### src/rtl/reg_snapshot_streamer.sv
// Streams a 20-beat processor state dump (cycle stamp, PC, $s0-$s7, $t0-$t9) per snap_req.
// First beat visible one cycle after the request; a single output register holds under out_ready backpressure.
module reg_snapshot_streamer #(
   parameter int DATA_W = 32,
   parameter int CNT_W  = 8
) (
   input  logic              clock,
   input  logic              reset_n,
   input  logic              snap_req,
   input  logic [DATA_W-1:0] pc_in,
   output logic [4:0]        dbg_raddr,
   input  logic [DATA_W-1:0] dbg_rdata,
   output logic              out_valid,
   input  logic              out_ready,
   output logic [DATA_W-1:0] out_data,
   output logic [1:0]        out_tag,
   output logic [4:0]        out_idx,
   output logic              out_last,
   output logic              busy,
   output logic [7:0]        drop_cnt
);

   typedef enum logic {S_IDLE, S_STREAM} state_t;

   state_t            r_state,  w_state_nxt;
   logic [CNT_W-1:0]  r_cnt;
   logic [4:0]        r_k,      w_k_nxt;
   logic [DATA_W-1:0] r_pc,     w_pc_nxt;
   logic              r_vld,    w_vld_nxt;
   logic [DATA_W-1:0] r_dat,    w_dat_nxt;
   logic [1:0]        r_tag,    w_tag_nxt;
   logic [4:0]        r_idx,    w_idx_nxt;
   logic              r_last,   w_last_nxt;
   logic [7:0]        r_drop,   w_drop_nxt;
   logic [4:0]        w_beat_k;
   logic [4:0]        w_raddr;

   // Beat k (2..19) -> register number: $s0-$s7, then $t0-$t7, then $t8-$t9.
   function automatic logic [4:0] reg_of(input logic [4:0] k);
      logic [4:0] j;
      j = k - 5'd2;
      if (j < 5'd8)       return j + 5'd16;
      else if (j < 5'd16) return j;
      else                return j + 5'd8;
   endfunction

   always_comb begin
      w_state_nxt = r_state;
      w_k_nxt     = r_k;
      w_pc_nxt    = r_pc;
      w_vld_nxt   = r_vld;
      w_dat_nxt   = r_dat;
      w_tag_nxt   = r_tag;
      w_idx_nxt   = r_idx;
      w_last_nxt  = r_last;
      w_beat_k    = r_k + 5'd1;
      w_raddr     = 5'd0;
      case (r_state)
         S_IDLE: begin
            if (snap_req) begin
               w_state_nxt = S_STREAM;
               w_k_nxt     = 5'd0;
               w_pc_nxt    = pc_in;
               w_vld_nxt   = 1'b1;
               w_dat_nxt   = DATA_W'(r_cnt);
               w_tag_nxt   = 2'd0;
               w_idx_nxt   = 5'd0;
               w_last_nxt  = 1'b0;
            end
         end
         S_STREAM: begin
            // Address the register of the beat loaded next, so read data is ready at that edge.
            if (w_beat_k >= 5'd2 && w_beat_k <= 5'd19) w_raddr = reg_of(w_beat_k);
            if (r_vld && out_ready) begin
               if (r_k == 5'd19) begin
                  w_state_nxt = S_IDLE;
                  w_vld_nxt   = 1'b0;
                  w_last_nxt  = 1'b0;
               end else begin
                  w_k_nxt    = w_beat_k;
                  w_vld_nxt  = 1'b1;
                  w_last_nxt = (w_beat_k == 5'd19);
                  if (w_beat_k == 5'd1) begin
                     w_dat_nxt = r_pc;
                     w_tag_nxt = 2'd1;
                     w_idx_nxt = 5'd0;
                  end else begin
                     w_dat_nxt = dbg_rdata;
                     w_tag_nxt = 2'd2;
                     w_idx_nxt = w_raddr;
                  end
               end
            end
         end
         default: w_state_nxt = S_IDLE;
      endcase
   end

   always_comb begin
      w_drop_nxt = r_drop;
      if (snap_req && (r_state == S_STREAM) && (r_drop != 8'hFF)) w_drop_nxt = r_drop + 8'd1;
   end

   always_ff @(posedge clock or negedge reset_n) begin
      if (!reset_n) begin
         r_state <= S_IDLE;
         r_cnt   <= '0;
         r_k     <= 5'd0;
         r_pc    <= '0;
         r_vld   <= 1'b0;
         r_dat   <= '0;
         r_tag   <= 2'd0;
         r_idx   <= 5'd0;
         r_last  <= 1'b0;
         r_drop  <= 8'd0;
      end else begin
         r_state <= w_state_nxt;
         r_cnt   <= r_cnt + 1'b1;
         r_k     <= w_k_nxt;
         r_pc    <= w_pc_nxt;
         r_vld   <= w_vld_nxt;
         r_dat   <= w_dat_nxt;
         r_tag   <= w_tag_nxt;
         r_idx   <= w_idx_nxt;
         r_last  <= w_last_nxt;
         r_drop  <= w_drop_nxt;
      end
   end

   assign dbg_raddr = w_raddr;
   assign out_valid = r_vld;
   assign out_data  = r_dat;
   assign out_tag   = r_tag;
   assign out_idx   = r_idx;
   assign out_last  = r_last;
   assign busy      = (r_state == S_STREAM);
   assign drop_cnt  = r_drop;

endmodule

### config.mk
export PLATFORM = sky130hd
export DESIGN_NAME = reg_snapshot_streamer
export DESIGN_NICKNAME = d
export VERILOG_FILES = /design/src/rtl/reg_snapshot_streamer.sv
export SDC_FILE = /design/constraint.sdc
export NUM_CORES = 1
export LEC_CHECK = 0
export CORE_MARGIN = 2
export CORE_UTILIZATION = 45
export DETAILED_ROUTE_END_ITERATION = 12
export HOLD_SLACK_MARGIN = 0.15
export PLACE_DENSITY = 0.77
export RECOVER_POWER = 100
export SLEW_MARGIN = 30
export SYNTH_ARGS = -nofsm -noshare
export SYNTH_HDL_FRONTEND = slang
export SYNTH_SLANG_ARGS = --single-unit
export TNS_END_PERCENT = 50
### constraint.sdc
create_clock -name clock -period 5.55 [get_ports clock]
set_clock_uncertainty 0.1 [all_clocks]
set_input_delay 1.665 -clock clock [delete_from_list [all_inputs] [get_ports clock]]
set_output_delay 1.665 -clock clock [all_outputs]
set_load 0.02 [all_outputs]
==> impl_metrics.toml, run 1 <==
[grt]
antenna_found_initial = 0
grt_use_met1_pct = 27.7
grt_util_met3_pct = 3.17
met2_usage_pct = 34.0
busiest_layer = "met2"
grt_first_pass_wirelength_mm = 16.8
grt_pass1_vias = 3515
track_usage_pct = 20.9
grt_max_degree = 65
overflow = 0

[sta]
rsz0062_at_grt = "false"
min_period_ns = 5.15
whs_ns = 0.368
maxSlewViolCount = 100
fin_crit_sh_pct = 92.8
fin_setup_tns_ns = 0
hold_viol = 0
setup_violations = 0
relSlewSlack_pct = -123
fmax_ghz = 0.194
worst_pin_slew_ns = 3.34

[yosys]
synth_fp_nets = 509
synth_warnings = 0
avgSynthCellArea_um2 = 9.91
synthSimpleGateAreaFrac_pct = 21.0
ys_types = 47
synth_compound_area_share_pct = 12.1
yosysTopAreaCell = "dfrtp_1"
synth-seq-cells = 95
synthMuxAreaShare_pct = 1.43
synth_fa_ha_area_share_pct = 2.04
synth_top_area_share_pct = 55.3
syn-instance-count = 434
synthesis.area_mm2 = 0.00430
synth_top_family_by_area = "simple AND/OR/NAND/NOR gates"
seq_area_frac_synth_pct = 55.3
yosys.area_share.xor_xnor_pct = 4.51
netlist_top_cells_area = "dfrtp_1 (55%), nand2_1 (15%), xnor2_1 (2.9%), a22oi_2 (2.6%), a22oi_1 (2.4%)"

[drt]
drtIter0Drc = 127
ant_nets = 0
wl_per_cell_um = 15.2
vias = 3518
wl_mm = 10.4
detail_route.vias_per_cell = 5.14
drc_errors = 0
dr.pass1.iters = 4

[setup_path]
r2r_cells = 7
path_class = "reg -> out"
rrSetupSlack_ns = 1.92
worstReg2RegEnd = "out_data[21]"
critical_path_peak_fanout = 10
arrival_ns = 3.38
start_kind = "flip-flop"
end_kind = "output pin"
crit_required_ns = 3.79
r2r_start = "r_k[0]"

[floorplan]
die_y_um = 102
die_area_mm2 = 0.0104
io_pins = 123
start_util_pct = 46.5
rows = 35
core_mm2 = 0.00924
die_x_um = 102

[final_layout]
multi_input_area_mm2 = 0.00174
final_util_pct = 62.1
syn2layout_area_growth_pct = 33.4
diodes = 0
design_area_mm2 = 0.00574
final_net_count = 625
regArea_mm2 = 0.00238
nFillCells = 810
drive_gt1_share_pct = 6.31

[clock_tree]
cts_setup_buffers = 0
insertion_delay_ns = 0.36
cts_sinks = 95
cts_made_buffers = 9
hold_buffers = 0
ctsResizeCount = 0
cts_tree = "built"
clk_path_buf_depth = 2
cts_root_buf = "clkbuf_8"
htreeDepth = 3
path_clk_slew_ns = 0.10

[power_and_ir_drop]
vdd_drop_max_mv = 0.387
p_leak_nw = 2.76
pwr_density_cell_mw_per_mm2 = 543

[outcome]
status = "finished, violations left"
violations = "max-capacitance violations, max-slew violations"

[worst_hold_path]
min_from = "r_cnt[7]"
holdPathEnd = "r_cnt[7]"
hold_path_depth = 1
hold_class = "reg -> reg"

[place]
placed_area_mm2 = 0.00559
gp_congestion = 0.843
portBuffers = 122
dp_hpwl_mm = 7.44

[flow_run]
maxCapViolCount = 2
## how the worst max path moves through the flow
stage / start / endpoint / slack, ns
6_report: r_k[0] / dbg_raddr[0] / 0.40
5_1_grt: r_k[0] / dbg_raddr[0] / 0.18
4_1_cts: r_k[0] / dbg_raddr[3] / 0.50
3_5_place_dp: r_k[0] / dbg_raddr[3] / 0.91
3_3_place_gp: r_k[0] / dbg_raddr[3] / 1.03
2_1_floorplan: r_k[0] / dbg_raddr[3] / 1.44
## registers in the layout, indices dropped and copies added (netlist names)
| register | flops |
|---|---|
| r_cnt | 8 |
| out_tag | 2 |
| busy | 1 |
| drop_cnt | 8 |
| r_k | 5 |
| out_data | 32 |
| out_last | 1 |
| out_valid | 1 |
| r_pc | 32 |
| out_idx | 5 |
## layer usage
layer | share of wire (%) | routed length, um
met4 | 2.5 | 258
met2 | 49 | 5130
met1 | 44 | 4570
met5 | 0 | 0
met3 | 4.2 | 434
## worst max-delay path: stages (launching register included)
cell and delay, ns:
dfrtp_1 0.51, ha_1 0.45, xnor2_1 0.16, ha_1 0.24
a211o_1 0.23, o21ai_0 0.07, o21ai_0 0.09, a21oi_1 0.59
nor3_1 0.12, clkdlybuf4s50_1 0.58
## area by class of cell
type | count | area share [%]
flip-flops and latches | 95 | 41.4
clock inverters | 7 | 1.24
clock buffers | 9 | 2.16
well taps | 129 | 2.81
multi-input cells | 310 | 30.3
inverters | 6 | 0.393
repair buffers | 128 | 21.7
## logic make-up (layout without fill, tap and decap cells)
group	after synthesis	count (layout)
AND/OR/NAND/NOR	216	216
flip-flops	95	95
multiplexers	6	6
adder cells (fa/ha/maj)	7	7
AO/OA/AOI/OAI	61	61
buffers and inverters	29	150
XOR/XNOR	20	20
## layout by cell type, fill, tap and decap left out, types with 9 or more instances in the layout
cell,n
clkbuf_8,9
and3_1,9
nand2_1,170
dlygate4sd3_1,52
a22oi_1,16
xnor2_1,14
o21ai_0,10
nand3_1,9
clkdlybuf4s50_1,69
dfrtp_1,95
## synthesized netlist by cell type, drive strengths merged
| cell | count |
|---|---|
| a211o | 1 |
| a21bo | 1 |
| a21o | 2 |
| a21oi | 5 |
| a221oi | 4 |
| a22oi | 23 |
| a31o | 1 |
| a31oi | 2 |
| a32o | 1 |
| a41o | 1 |
| a41oi | 2 |
| and2 | 1 |
| and3 | 9 |
| and4 | 1 |
| buf | 9 |
| clkbuf | 14 |
| dfrtp | 95 |
| ha | 7 |
| inv | 6 |
| mux2 | 1 |
| mux2i | 5 |
| nand2 | 171 |
| nand3 | 11 |
| nand3b | 1 |
| nand4 | 3 |
| nor2 | 7 |
| nor2b | 1 |
| nor3 | 7 |
| nor3b | 3 |
| o211ai | 2 |
| o21a | 2 |
| o21ai | 10 |
| o31ai | 4 |
| or2 | 1 |
| xnor2 | 14 |
| xor2 | 6 |
## where the power goes
part | internal (W) | total, W | switching [W]
Combinational | 0.000681 | 0.00154 | 0.000857
Clock | 0.000210 | 0.000455 | 0.000245
Sequential | 0.000944 | 0.00112 | 0.000179
Total | 0.00183 | 0.00312 | 0.00128
## through the flow
| step | power, W | std cells | worst slack [ns] |
|---|---|---|---|
| 5_1_grt | 0.00333 | 684 | 0.181 |
| 4_1_cts | 0.00324 | 683 | 0.499 |
| 2_1_floorplan | 0.00211 | 434 | 1.44 |
| 3_3_place_gp | 0.00273 | 667 | 1.03 |
| 6_report | 0.00312 | 684 | 0.400 |
| 3_5_place_dp | 0.00278 | 667 | 0.911 |
Note: power is estimated with default switching activity, not from simulation.
==> run 2: changes to the inputs <==
--- a/config.mk
+++ b/config.mk
@@ -5,11 +5,13 @@
 export SDC_FILE = /design/constraint.sdc
 export NUM_CORES = 1
 export LEC_CHECK = 0
+export CELL_PAD_IN_SITES_DETAIL_PLACEMENT = 1
+export CELL_PAD_IN_SITES_GLOBAL_PLACEMENT = 2
 export CORE_MARGIN = 2
-export CORE_UTILIZATION = 45
+export CORE_UTILIZATION = 31
 export DETAILED_ROUTE_END_ITERATION = 12
 export HOLD_SLACK_MARGIN = 0.15
-export PLACE_DENSITY = 0.77
+export PLACE_DENSITY = 0.86
 export RECOVER_POWER = 100
 export SLEW_MARGIN = 30
 export SYNTH_ARGS = -nofsm -noshare
==> run 2 against run 1 <==
The run still ends with max-capacitance violations, max-slew violations left. Cell count is 7.6% higher. Sequential cell count is the same. Design area is 4.4% higher. Critical path depth did not move. Core utilization is 18 points lower. Routed wire length up 18%. Global-route usage decreased by 3.3 points. Die area grew 43%. Non-clock buffer count grew 1. Total power up 8.8%.
==> impl_metrics.toml, run 2 (synthesized netlist as in run 1, its figures left out) <==
[drt]
vias = 3498
drtIter0Drc = 124
dr.pass1.iters = 4
wl_per_cell_um = 16.6
ant_nets = 0
drc_errors = 0
detail_route.vias_per_cell = 4.75
wl_mm = 12.2

[place]
gp_congestion = 0.749
portBuffers = 122
place_ws_ns = 0.867
dp_hpwl_mm = 8.61

[setup_path]
slowest_stage = "dlygate4sd3_1"
crit_start = "r_k[0]"
crit_chain = "ha_1 -> xnor2_1 -> ha_1 -> xnor2_1 -> xnor2_1 -> xor2_1 -> xnor2_1 -> nor3_1 -> dlygate4sd3_1"
start_kind = "flip-flop"
worstReg2RegEnd = "r_k[2]"
end_kind = "output pin"
crit_top_cell = "xnor2_1"
r2r_start = "r_k[0]"
cpPeakStageDelay_ns = 0.69
critical_path_peak_fanout = 10
path_class = "reg -> out"
r2r_cells = 6
crit_required_ns = 3.79
endpoint = "dbg_raddr[3]"
rrSetupSlack_ns = 1.76
arrival_ns = 3.33

[clock_tree]
insertion_delay_ns = 0.35
cts_sinks = 95
htreeDepth = 3
cts_root_buf = "clkbuf_16"
cts_setup_buffers = 0
cts_made_buffers = 9
ctsResizeCount = 0
cts_tree = "built"
path_clk_slew_ns = 0.07
clk_path_buf_depth = 2
hold_buffers = 0

[sta]
setup_violations = 0
fin_crit_sh_pct = 91.8
maxSlewViolCount = 100
fin_setup_tns_ns = 0
fmax_ghz = 0.196
worst_slack_ns = 0.458
worst_pin_slew_ns = 3.61
rsz0062_at_grt = "false"
hold_viol = 0
relSlewSlack_pct = -141
min_period_ns = 5.09

[final_layout]
diodes = 0
final_net_count = 626
final_common_cell = "nand2_1"
drive_gt1_share_pct = 7.37
syn2layout_area_growth_pct = 39.2
final_cell_mix = "nand2_1 (170), dfrtp_1 (95), clkdlybuf4s50_1 (65)"

[power_and_ir_drop]
p_leak_nw = 2.84
pwr_density_cell_mw_per_mm2 = 566
vdd_drop_max_mv = 0.183

[worst_hold_path]
hold_path_depth = 2
hold_class = "reg -> reg"

[floorplan]
die_y_um = 122
start_util_pct = 31.3
die_area_mm2 = 0.0148
rows = 43
io_pins = 123
die_x_um = 122
core_mm2 = 0.0137

[grt]
grt_max_degree = 65
grt_first_pass_wirelength_mm = 19.7
antenna_found_initial = 0
overflow = 0
grt_pass1_vias = 3692
track_usage_pct = 17.5

[outcome]
violations = "max-capacitance violations, max-slew violations"
status = "finished, violations left"

[flow_run]
maxCapViolCount = 2
run 2: cell types whose count changed in the layout (fill, tap and decap cells not counted), moves of 2 or more:
| cell | previous run | this run |
|---|---|---|
| clkinv_2 | 3 | 0 |
| a22oi_2 | 7 | 9 |
| clkbuf_16 | 0 | 9 |
| clkbuf_8 | 9 | 2 |
| clkdlybuf4s50_1 | 69 | 65 |
| buf_4 | 2 | 4 |
| a22oi_1 | 16 | 14 |
| clkbuf_1 | 5 | 3 |
| dlygate4sd3_1 | 52 | 56 |
run 2: stage by stage:
step / hold slack [ns] / total power (W) / utilization, % / instances / instance area [um2]
2_1_floorplan: 0.337 / 0.00211 / - / 434 / 4300
3_5_place_dp: 0.359 / 0.00284 / 41.5 / 720 / 5700
5_1_grt: 0.380 / 0.00364 / 43.6 / 736 / 5990
6_report: 0.361 / 0.00339 / 43.6 / 736 / 5990
3_3_place_gp: 0.351 / 0.00275 / 41.2 / 718 / 5660
4_1_cts: 0.371 / 0.00356 / 44.0 / 736 / 6040
run 2: critical path, delay by kind of cell (launching register included):
kind	cells	cell delay [ns]
adders and majority gates	2	0.71
DFF	1	0.50
and+or+nand+nor	1	0.17
xor gates and xnor gates	5	0.90
buffers and inverters	1	0.69
run 2: how the worst min path moves through the flow:
stage	startpoint	endpoint	slack, ns
after floorplan	r_cnt[7]	r_cnt[7]	0.34
after global placement	out_data[27]	out_data[27]	0.35
after detailed placement	out_data[20]	out_data[20]	0.36
after CTS	out_data[20]	out_data[20]	0.37
after global routing	r_cnt[7]	r_cnt[7]	0.38
final	out_data[20]	out_data[20]	0.36
run 2: layer usage:
layer,GRT usage [%],wire length [um],share of wire [%]
met3,3.23,465,3.8
met5,0,0,0
met1,22.5,5350,44
met2,28.8,6150,50
met4,7.97,267,2.2
run 2: cell type report:
class | count | area (um2)
clock inverter | 5 | 86.3
clock buffer | 11 | 253
timing repair buffer | 129 | 1270
inverter | 6 | 22.5
sequential | 95 | 2380
multi-input combinational | 310 | 1760
tap | 180 | 225
fill | 1544 | 7730
run 2: report_power, final:
part	switching, W	internal (W)	total [W]	leakage [nW]
Clock	0.000281	0.000424	0.000706	0.167
Sequential	0.000184	0.000945	0.00113	1.18
Combinational	0.000878	0.000675	0.00155	1.49
==> run 3: changes to the inputs <==
--- a/config.mk
+++ b/config.mk
@@ -10,6 +10,7 @@
 export CORE_MARGIN = 2
 export CORE_UTILIZATION = 31
 export DETAILED_ROUTE_END_ITERATION = 12
+export GPL_ROUTABILITY_DRIVEN = 0
 export HOLD_SLACK_MARGIN = 0.15
 export PLACE_DENSITY = 0.86
 export RECOVER_POWER = 100
==> results of run 3 <==
Final layout, timing and power as in run 2 (identical DEF).
==> variant, RTL diff (settings of run 3) <==
Put one more register stage on the output `drop_cnt`, without a reset. The value now appears one clock later. The other outputs are not delayed to match.
--- a/src/rtl/reg_snapshot_streamer.sv
+++ b/src/rtl/reg_snapshot_streamer.sv
@@ -136,3 +136,5 @@
    assign busy      = (r_state == S_STREAM);
-   assign drop_cnt  = r_drop;
+   always_ff @(posedge clock) begin
+      drop_cnt <= r_drop;
+   end
 
Check against the original RTL: not equivalent (Yosys sat finds a counterexample within 4 cycles, from zero or initial values and one cycle with reset_n low).
==> variant against run 3 <==
  * The run still ends with capacitance limit, slew limit left
  * Via count increased by 1.7%
  * Global-route usage grew 0.094 points
  * Wire length increased by 2.7%
  * Die area up 3.5%
  * First-iteration DRC count is 65% higher
  * Final area increased by 1.8%
  * Synthesized area increased by 3.6%
  * Maximum frequency decreased by 1.4%
  * Sequential cell count increased by 8
  * Worst setup slack lost 74 ps
  * Total power increased by 6.0%
  * Sequential share of layout area grew 1.9 points
  * Critical path type unchanged
  * Critical endpoint unchanged
  * Largest power group unchanged
==> variant: results (changes against run 3) <==
[route]
dr.pass1.iters=5  ; +1
vias=3556  ; +1.7%
first_iter_violations=204  ; +65%

[worst_setup_path]
cp.arrival_ps=3400  ; +70 ps
rrSetupSlack_ps=1570  ; -190 ps
crit_fanout=9  ; -1
reg2reg_to=out_data[0]$_DFFE_PN0P_

[grt]
grtUsageTotal_pct=17.6  ; +0.094 points
antenna_found_initial=0  ; unchanged
grt_pass1_wl_um=20500  ; +3.6%
grt_pass1_vias=3950  ; +7.0%

[synthesis]
syn-num-nets=488  ; -4.1%
async_reset_ff_share_pct=92.2  ; -7.8 points
synth.avg_cell_area_um2=10.8  ; +8.8%
synth.area.top_cells=dfrtp_1 53%, nand2_1 9.2%, a222oi_1 5.4%
synth_common_cells=109 x nand2_1, 95 x dfrtp_1, 29 x inv_1, 24 x a222oi_1, 13 x xnor2_1

[run]
maxCapViolations=2  ; unchanged

[worst_hold_path]
hold-path-endpoint=drop_cnt[6]$_DFF_P_
holdPathStages=0  ; -2
hp-start=r_drop[6]$_DFFE_PN0P_

[final_layout]
nets=603  ; -3.7%
layout.cells.non_filler=713  ; -3.1%
drive_above_1_share_pct=6.19  ; -1.2 points
num-fill-cells=1539  ; -0.32%

[sta]
worst_slew_pin_slew_ps=3140  ; -465 ps
finalMaxSlewViolations=106  ; +6.0%
timing.hold.ws_ps=327  ; -34.3 ps

[status]
status=complete, but fails checks
violations=capacitance limit, slew limit

[power_and_ir_drop]
ir_drop_mv=0.233  ; +27%
cellLeakagePower_nw=2.88  ; +1.4%

[placement]
post-dp-hpwl_um=8670  ; +0.66%
placed_cell_area_um2=5810  ; +1.9%
placedCellCount=697  ; -3.2%

variant: changes by cell type after synthesis, sizes merged, moves of 4 or more:
cell and delta:
clkbuf -4, inv +23, a22oi -23, nand2 -61, dfxtp +8, buf +4
a222oi +24
variant: cell families (layout without fill, tap and decap cells):
| group | count (synthesis) | count (layout) | synth area share (%) |
|---|---|---|---|
| AOI/OAI and AO/OA | 65 | 65 | 12.8 |
| xor gates and xnor gates | 21 | 21 | 4.55 |
| adders and majority gates | 7 | 7 | 1.97 |
| buffers and inverters | 53 | 173 | 5.76 |
| DFF | 103 | 103 | 57.0 |
| muxes | 7 | 7 | 1.60 |
| and+or+nand+nor | 157 | 157 | 16.3 |
variant: layout make-up:
type	count	share of cell area, %
Tap cell	180	3.69
Clock inverter	6	1.50
Sequential cell	103	41.6
Inverter	30	1.87
Multi-Input combinational cell	257	27.0
Clock buffer	10	3.92
Timing Repair Buffer	127	20.4
variant: power breakdown:
group	switching (mW)	total, mW	internal (mW)
Sequential	0.226	1.29	1.06
Clock	0.291	0.702	0.411
Combinational	0.890	1.60	0.713
Total	1.41	3.59	2.19
variant: worst max-delay path by stage:
stage | to | depth (start not counted)
after floorplan | dbg_raddr[3] | 8
after global placement | dbg_raddr[3] | 9
after detailed placement | dbg_raddr[3] | 9
after CTS | dbg_raddr[3] | 9
after global routing | dbg_raddr[3] | 9
final | dbg_raddr[3] | 9
variant: through the flow:
step	worst slack, ps	utilization [%]
2_1_floorplan	1500	-
3_3_place_gp	1040	41.7
3_5_place_dp	819	41.7
4_1_cts	423	44.0
5_1_grt	172	43.7
6_report	384	43.7
variant: worst max-delay path, stage by stage, from the launching register on:
cell and delay (ps):
dfrtp_1 510, ha_1 450, xnor2_1 180, ha_1 260, xnor2_1 140, xnor2_1 270
xnor2_1 180, xnor2_1 130, nor3_1 220, dlygate4sd3_1 700
variant: per-layer routing:
layer	wire [µm]	up-vias	GRT usage, %
li1	-	1646	-
met1	5510	1796	22.6
met2	6060	96	28.2
met3	754	18	5.22
met4	232	0	6.39
met5	0	-	0
